File: config.mk
export PLATFORM = sky130hd
export DESIGN_NAME = dsp
export DESIGN_NICKNAME = d
export VERILOG_FILES = /design/src/rtl/dsp_pkg.sv /design/src/rtl/dsp_reg_mux.sv /design/src/rtl/dsp.sv
export SDC_FILE = /design/constraint.sdc
export NUM_CORES = 2
export LEC_CHECK = 0
export CAP_MARGIN = 10
export CELL_PAD_IN_SITES_DETAIL_PLACEMENT = 1
export CELL_PAD_IN_SITES_GLOBAL_PLACEMENT = 2
export CORE_ASPECT_RATIO = 1.4
export CORE_UTILIZATION = 44
export CTS_BUF_LIST = sky130_fd_sc_hd__clkbuf_8
export CTS_CLUSTER_SIZE = 10
export DETAILED_ROUTE_END_ITERATION = 7
export DONT_BUFFER_PORTS = 1
export PLACE_DENSITY = 0.92
export SLEW_MARGIN = 20
export SYNTH_ARGS = -nofsm -noshare
export SYNTH_HDL_FRONTEND = slang
export SYNTH_SLANG_ARGS = --single-unit
export TNS_END_PERCENT = 30
File: constraint.sdc
create_clock -name CLK -period 9.55 [get_ports CLK]
set_input_delay 0.955 -clock CLK [delete_from_list [all_inputs] [get_ports CLK]]
set_output_delay 0.955 -clock CLK [all_outputs]
set_load 0.005 [all_outputs]
File: src/rtl/dsp_pkg.sv
// Shared widths, OPMODE bit positions and X/Z mux encodings for the dsp slice.
`timescale 1ns/1ps
package dsp_pkg;
   localparam int AW = 18;   // A, B, D, BCIN, BCOUT
   localparam int MW = 36;   // multiplier product
   localparam int PW = 48;   // C, PCIN, P, PCOUT

   localparam int OP_XSEL_LO  = 0;
   localparam int OP_ZSEL_LO  = 2;
   localparam int OP_PREADD   = 4;
   localparam int OP_CINSEL   = 5;
   localparam int OP_PRESUB   = 6;
   localparam int OP_POSTSUB  = 7;

   typedef enum logic [1:0] {
      X_ZERO = 2'b00,
      X_M    = 2'b01,
      X_P    = 2'b10,
      X_DAB  = 2'b11
   } xsel_e;

   typedef enum logic [1:0] {
      Z_ZERO = 2'b00,
      Z_PCIN = 2'b01,
      Z_P    = 2'b10,
      Z_C    = 2'b11
   } zsel_e;
endpackage

File: src/rtl/dsp_reg_mux.sv
// One pipeline stage: registered (sync reset beats CE) or combinational bypass.
`timescale 1ns/1ps
module dsp_reg_mux #(
   parameter int W   = 18,
   parameter int REG = 1
) (
   input  logic         clk,
   input  logic         rst,
   input  logic         ce,
   input  logic [W-1:0] d,
   output logic [W-1:0] q
);
   generate
      if (REG != 0) begin : g_reg
         always_ff @(posedge clk) begin
            if (rst)     q <= '0;
            else if (ce) q <= d;
         end
      end else begin : g_byp
         logic unused_ctl;
         assign unused_ctl = clk ^ rst ^ ce;
         assign q = d;
      end
   endgenerate
endmodule

File: src/rtl/dsp.sv
// Pre-adder / multiplier / post-adder slice with per-stage optional registers.
// Build macro DSP_CASCADE_EN enables the PCIN/BCIN/PCOUT/BCOUT cascade paths.
`timescale 1ns/1ps
module dsp
   import dsp_pkg::*;
#(
   parameter int    A0REG       = 0,
   parameter int    B0REG       = 0,
   parameter int    A1REG       = 1,
   parameter int    B1REG       = 1,
   parameter int    CREG        = 1,
   parameter int    DREG        = 1,
   parameter int    MREG        = 1,
   parameter int    PREG        = 1,
   parameter int    CARRYINREG  = 1,
   parameter int    CARRYOUTREG = 1,
   parameter int    OPMODEREG   = 1,
   parameter string CARRYINSEL  = "OPMODE5",
   parameter string B_INPUT     = "DIRECT",
   parameter string RSTTYPE     = "SYNC"
) (
   input  logic          CLK,
   input  logic [7:0]    OPMODE,
   input  logic          CEA, CEB, CEC, CECARRYIN, CED, CEM, CEP, CEOPMODE,
   input  logic          RSTA, RSTB, RSTC, RSTCARRYIN, RSTD, RSTM, RSTP, RSTOPMODE,
   input  logic [AW-1:0] A,
   input  logic [AW-1:0] B,
   input  logic [AW-1:0] D,
   input  logic [PW-1:0] C,
   input  logic [PW-1:0] PCIN,
   input  logic          CARRYIN,
   input  logic [AW-1:0] BCIN,
   output logic [MW-1:0] M,
   output logic [PW-1:0] P,
   output logic [PW-1:0] PCOUT,
   output logic          CARRYOUT,
   output logic          CARRYOUTF,
   output logic [AW-1:0] BCOUT
);
   logic [7:0]    opm;
   logic [AW-1:0] b_src, a0, b0, d_r, a1, b1, pre, b1_in;
   logic [PW-1:0] c_r, pcin_v, x, z, p_r;
   logic [MW-1:0] prod, m_r;
   logic          cin_src, cin;
   logic [PW:0]   sum;
   logic          cyo;

   // Cascade inputs, carry source and reset type are configuration-only in some builds.
   logic unused_cfg;
   assign unused_cfg = ^{PCIN, BCIN, CARRYIN, RSTTYPE == "SYNC", B_INPUT == "CASCADE"};

`ifdef DSP_CASCADE_EN
   assign b_src  = (B_INPUT == "CASCADE") ? BCIN : B;
   assign pcin_v = PCIN;
   assign PCOUT  = p_r;
   assign BCOUT  = b1;
`else
   assign b_src  = B;
   assign pcin_v = '0;
   assign PCOUT  = '0;
   assign BCOUT  = '0;
`endif

   dsp_reg_mux #(.W(8),  .REG(OPMODEREG)) u_opm (.clk(CLK), .rst(RSTOPMODE), .ce(CEOPMODE), .d(OPMODE), .q(opm));
   dsp_reg_mux #(.W(AW), .REG(DREG))      u_d   (.clk(CLK), .rst(RSTD), .ce(CED), .d(D),     .q(d_r));
   dsp_reg_mux #(.W(AW), .REG(A0REG))     u_a0  (.clk(CLK), .rst(RSTA), .ce(CEA), .d(A),     .q(a0));
   dsp_reg_mux #(.W(AW), .REG(B0REG))     u_b0  (.clk(CLK), .rst(RSTB), .ce(CEB), .d(b_src), .q(b0));
   dsp_reg_mux #(.W(PW), .REG(CREG))      u_c   (.clk(CLK), .rst(RSTC), .ce(CEC), .d(C),     .q(c_r));

   assign pre   = opm[OP_PRESUB] ? (d_r - b0) : (d_r + b0);
   assign b1_in = opm[OP_PREADD] ? pre : b0;

   dsp_reg_mux #(.W(AW), .REG(A1REG)) u_a1 (.clk(CLK), .rst(RSTA), .ce(CEA), .d(a0),    .q(a1));
   dsp_reg_mux #(.W(AW), .REG(B1REG)) u_b1 (.clk(CLK), .rst(RSTB), .ce(CEB), .d(b1_in), .q(b1));

   assign prod = {{(MW-AW){1'b0}}, a1} * {{(MW-AW){1'b0}}, b1};

   dsp_reg_mux #(.W(MW), .REG(MREG)) u_m (.clk(CLK), .rst(RSTM), .ce(CEM), .d(prod), .q(m_r));

   assign cin_src = (CARRYINSEL == "CARRYIN") ? CARRYIN : opm[OP_CINSEL];

   dsp_reg_mux #(.W(1), .REG(CARRYINREG)) u_cyi (.clk(CLK), .rst(RSTCARRYIN), .ce(CECARRYIN), .d(cin_src), .q(cin));

   always_comb begin
      x = '0;
      case (xsel_e'(opm[OP_XSEL_LO +: 2]))
         X_ZERO: x = '0;
         X_M:    x = {{(PW-MW){1'b0}}, m_r};
         X_P:    x = p_r;
         X_DAB:  x = {d_r[11:0], a1, b1};
         default: x = '0;
      endcase
   end

   always_comb begin
      z = '0;
      case (zsel_e'(opm[OP_ZSEL_LO +: 2]))
         Z_ZERO: z = '0;
         Z_PCIN: z = pcin_v;
         Z_P:    z = p_r;
         Z_C:    z = c_r;
         default: z = '0;
      endcase
   end

   // 49-bit post-adder; bit 48 is the carry (or borrow) out.
   always_comb begin
      if (opm[OP_POSTSUB])
         sum = {1'b0, z} - ({1'b0, x} + {{PW{1'b0}}, cin});
      else
         sum = {1'b0, z} + {1'b0, x} + {{PW{1'b0}}, cin};
   end

   dsp_reg_mux #(.W(PW), .REG(PREG))        u_p   (.clk(CLK), .rst(RSTP), .ce(CEP), .d(sum[PW-1:0]), .q(p_r));
   dsp_reg_mux #(.W(1),  .REG(CARRYOUTREG)) u_cyo (.clk(CLK), .rst(RSTCARRYIN), .ce(CECARRYIN), .d(sum[PW]), .q(cyo));

   assign M         = m_r;
   assign P         = p_r;
   assign CARRYOUT  = cyo;
   assign CARRYOUTF = cyo;
endmodule

==> results.yml <==
power_and_ir_drop:
  powerDensity_mw_per_mm2: 117
  power.leakage_nw: 13.6
  vdd_ir_drop_max_v: 0.000151
sta:
  fin_crit_ps: 7170
  fin_crit_sh_pct: 75.1
  finClkSkew_ps: 27.6
  hold_viol: 0
  worst_pin_slew_ps: 1120
  rsz0062_at_grt: "no"
  setup_viol: 0
  tns_ps: 0
  maxSlewHeadroom_pct: 25.3
  max_freq_ghz: 0.139
  slew_violations: 0
worst_setup_path:
  end_kind: "register"
  crit_family: "adder cells"
  slowest_delay_ps: 1000
  rr_startpoint: "u_a1.q[8]"
  cpMostUsedCell: "fa_1"
  cpMaxStageDelayCell: "dfxtp_1"
  cp_num_buf_inv: 2
  ff2ff_path_depth: 20
  worstPathArrival_ps: 7660
  worstSetupPathType: "register to register"
  cp.required_ps: 10040
  path_cells: "nand2_1, fa_1, fa_1, fa_1, inv_1, ha_1, fa_1, fa_1, ha_1, and2_1, or4_1, nor2_1, o32ai_1, buf_4, o21a_1, o31ai_1, o2111ai_1, a21oi_1, xnor2_1, o21ai_0"
  rr_endpoint: "u_m.q[35]"
  start_kind: "register"
  path_max_fanout: 20
  rrSetupSlack_ps: 2380
finish:
  ff_latch_area_mm2: 0.00393
  areaGrowthSynthToFinish_pct: 2.25
  fillers: 7526
  fin_nets: 3869
  final_cells: 3988
  layout-drive-gt1-share_pct: 5.19
  multi_input_area_mm2: 0.0210
  fin_area_mm2: 0.0281
routing:
  postRouteAntennaNets: 0
  drt-pass1-iter-count: 7
  vias: 22900
  viasPerCell: 5.74
  drt_iter0_drc: 1210
  routedWlPerCell_um: 22.8
  drc: 0
  drt_wl_total_mm: 91.0
die:
  io_pins: 346
  die_x_um: 213
  initial_core_util_pct: 44.4
  die_area_mm2: 0.0634
  die_h_um: 298
  core_area_mm2: 0.0619
  row_count: 108
grt:
  antenna_found_initial: 4
  grt_pass1_vias: 25700
  grt_max_degree: 83
  grt_pass1_wl_mm: 143
  overflow: 0
  grtUsageTotal_pct: 29.4
cts:
  clock_latency_ps: 610
  cts.sinks: 196
  cts_setup_buffers: 0
  tritoncts: "built"
  root_buffer: "clkbuf_8"
  cts_hold_buf: 0
  cts_buffers: 17
  clk_path_buf_depth: 2
  htreeDepth: 4
  path_clk_slew_ps: 140
  post_cts_resized: 0
synth:
  yosysUniqueCellTypes: 84
  ys_seq_elements: 196
  synthFlopType: "dfxtp_1"
  ys_warn_count: 0
  ys_seq_area_share_pct: 14.3
  netlist_area_mm2: 0.0275
  netlist_instances: 3309
  synth_edf_count: 0
  syn_area_per_cell_um2: 8.30
  synth-async-reset-ratio_pct: 0
hold_path:
  whs_path_depth: 1
  hold_path_end: "u_a1.q[3]"
  min_from: "RSTA"
  hold_path.class: "input port to register"
place:
  io_buffers: 0
  dp_cells: 3953
  gp_congestion: 0.941
  hpwl_mm: 72.8
  post_dp_cell_area_mm2: 0.0276
run_status:
  status: "finished clean"
flow_run:
  maxCapViolations: 0
## worst reg2reg max path: cells and delay by family (launching register included)
family                     cells  cell delay (ps)
adders and majority gates      7             3250
AOI/OAI and AO/OA              6             1400
and+or+nand+nor                4             1030
DFF                            1             1000
buffers and inverters          2              250
xor gates and xnor gates       1              130
## sequential cells by signal (all words and copies together) (netlist names)
name     count
u_opm.q      8
u_cyo.q      1
u_m.q       36
u_p.q       48
u_c.q       48
u_cyi.q      1
u_b1.q      18
u_d.q       18
u_a1.q      18
## final cells by class
type	instances	share of cell area, %
Multi-Input combinational cell	2500	74.7
Inverter	415	5.55
Clock buffer	17	0.834
Timing Repair Buffer	17	0.455
Clock inverter	15	0.749
Tap cell	825	3.68
Antenna cell	3	0.0267
Sequential cell	196	14.0
## logic make-up after synthesis
| group | share of synthesized area [%] |
|---|---|
| compound gates | 14.7 |
| xor+xnor | 4.34 |
| fa+ha+maj | 31.2 |
| buf+inv | 10.2 |
| flops | 14.3 |
| mux | 8.71 |
| other cells | 0.0137 |
| simple gates | 16.5 |
## worst max-delay path by stage
| stage | startpoint | to | slack, ps | cells after the start |
|---|---|---|---|---|
| final | u_a1.q[8] | u_m.q[35] | 2380 | 20 |
| after CTS | u_a1.q[8] | u_m.q[35] | 2390 | 20 |
| after detailed placement | u_a1.q[10] | u_m.q[34] | 2460 | 19 |
| after global routing | u_a1.q[8] | u_m.q[35] | 2120 | 20 |
| after global placement | u_b1.q[9] | u_m.q[35] | 2570 | 23 |
| after floorplan | u_b1.q[9] | u_m.q[35] | 3350 | 25 |
## stage by stage
stage	worst slack, ps	hold WS [ps]	util, %	power (mW)
floorplan	3350	454	-	2.21
global placement	2570	470	44.6	2.59
detailed placement	2460	479	44.6	2.65
CTS	2390	339	45.3	3.30
global route	2120	357	45.4	3.49
finish	2380	392	45.4	3.29
## synthesized netlist by cell type, types with 7 or more instances
cell,number,share of area (%)
o31ai_1,10,0.27
a31oi_1,15,0.34
and3_1,9,0.21
buf_4,67,1.8
and2_1,190,4.3
buf_1,21,0.29
nand3_1,27,0.49
o21bai_1,27,0.74
nor3_1,34,0.62
nand4_1,29,0.66
mux2i_1,144,5.3
inv_1,415,5.7
a211oi_1,53,1.4
xor2_1,41,1.3
nor3b_1,7,0.19
o22ai_1,7,0.16
clkbuf_1,173,2.4
fa_1,261,19
a2111oi_0,13,0.41
nand2_1,291,4.0
o21a_1,17,0.46
xnor2_1,95,3.0
o21ai_0,66,1.2
dfxtp_1,196,14
or3_1,12,0.27
nor2b_1,29,0.66
nor4_1,7,0.16
o211ai_1,13,0.36
ha_1,267,12
a22o_1,34,1.1
nand2b_1,18,0.41
a221oi_1,8,0.26
nor2_1,294,4.0
mux2_2,83,3.4
a21oi_1,149,2.7
a21o_1,87,2.4
## cell usage in the layout, fill, tap and decap left out, drive strengths merged, types with 16 or more instances in the layout
cell,netlist,routed
clkbuf,173,17
ha,267,267
a31oi,16,16
nor2b,29,29
xor2,41,41
a211oi,54,54
nand2,291,291
buf,90,17
o21a,18,18
a22o,34,34
a21oi,150,150
conb,1,66
xnor2,95,95
mux2,84,84
dfxtp,196,196
nor3,34,34
nand2b,18,18
inv,415,421
nand4,29,29
nor2,294,294
nand3,27,27
o21ai,73,73
o21bai,27,27
and2,190,190
fa,261,261
mux2i,144,144
a21o,87,87
a2111oi,16,16
## report_power, final
part	leakage, nW	switching (mW)	internal (mW)
combinational	11.7	0.931	0.662
sequential	1.62	0.169	0.887
clock	0.213	0.409	0.228
## metal layers
layer	GRT usage (%)	up-vias	part of all wire, %
met5	0	-	0.014
met4	13.2	2	4.2
met3	4.50	199	4.3
met2	54.7	566	53
met1	32.3	11700	38
li1	-	10400	-
Note: power is estimated with default switching activity, not from simulation.
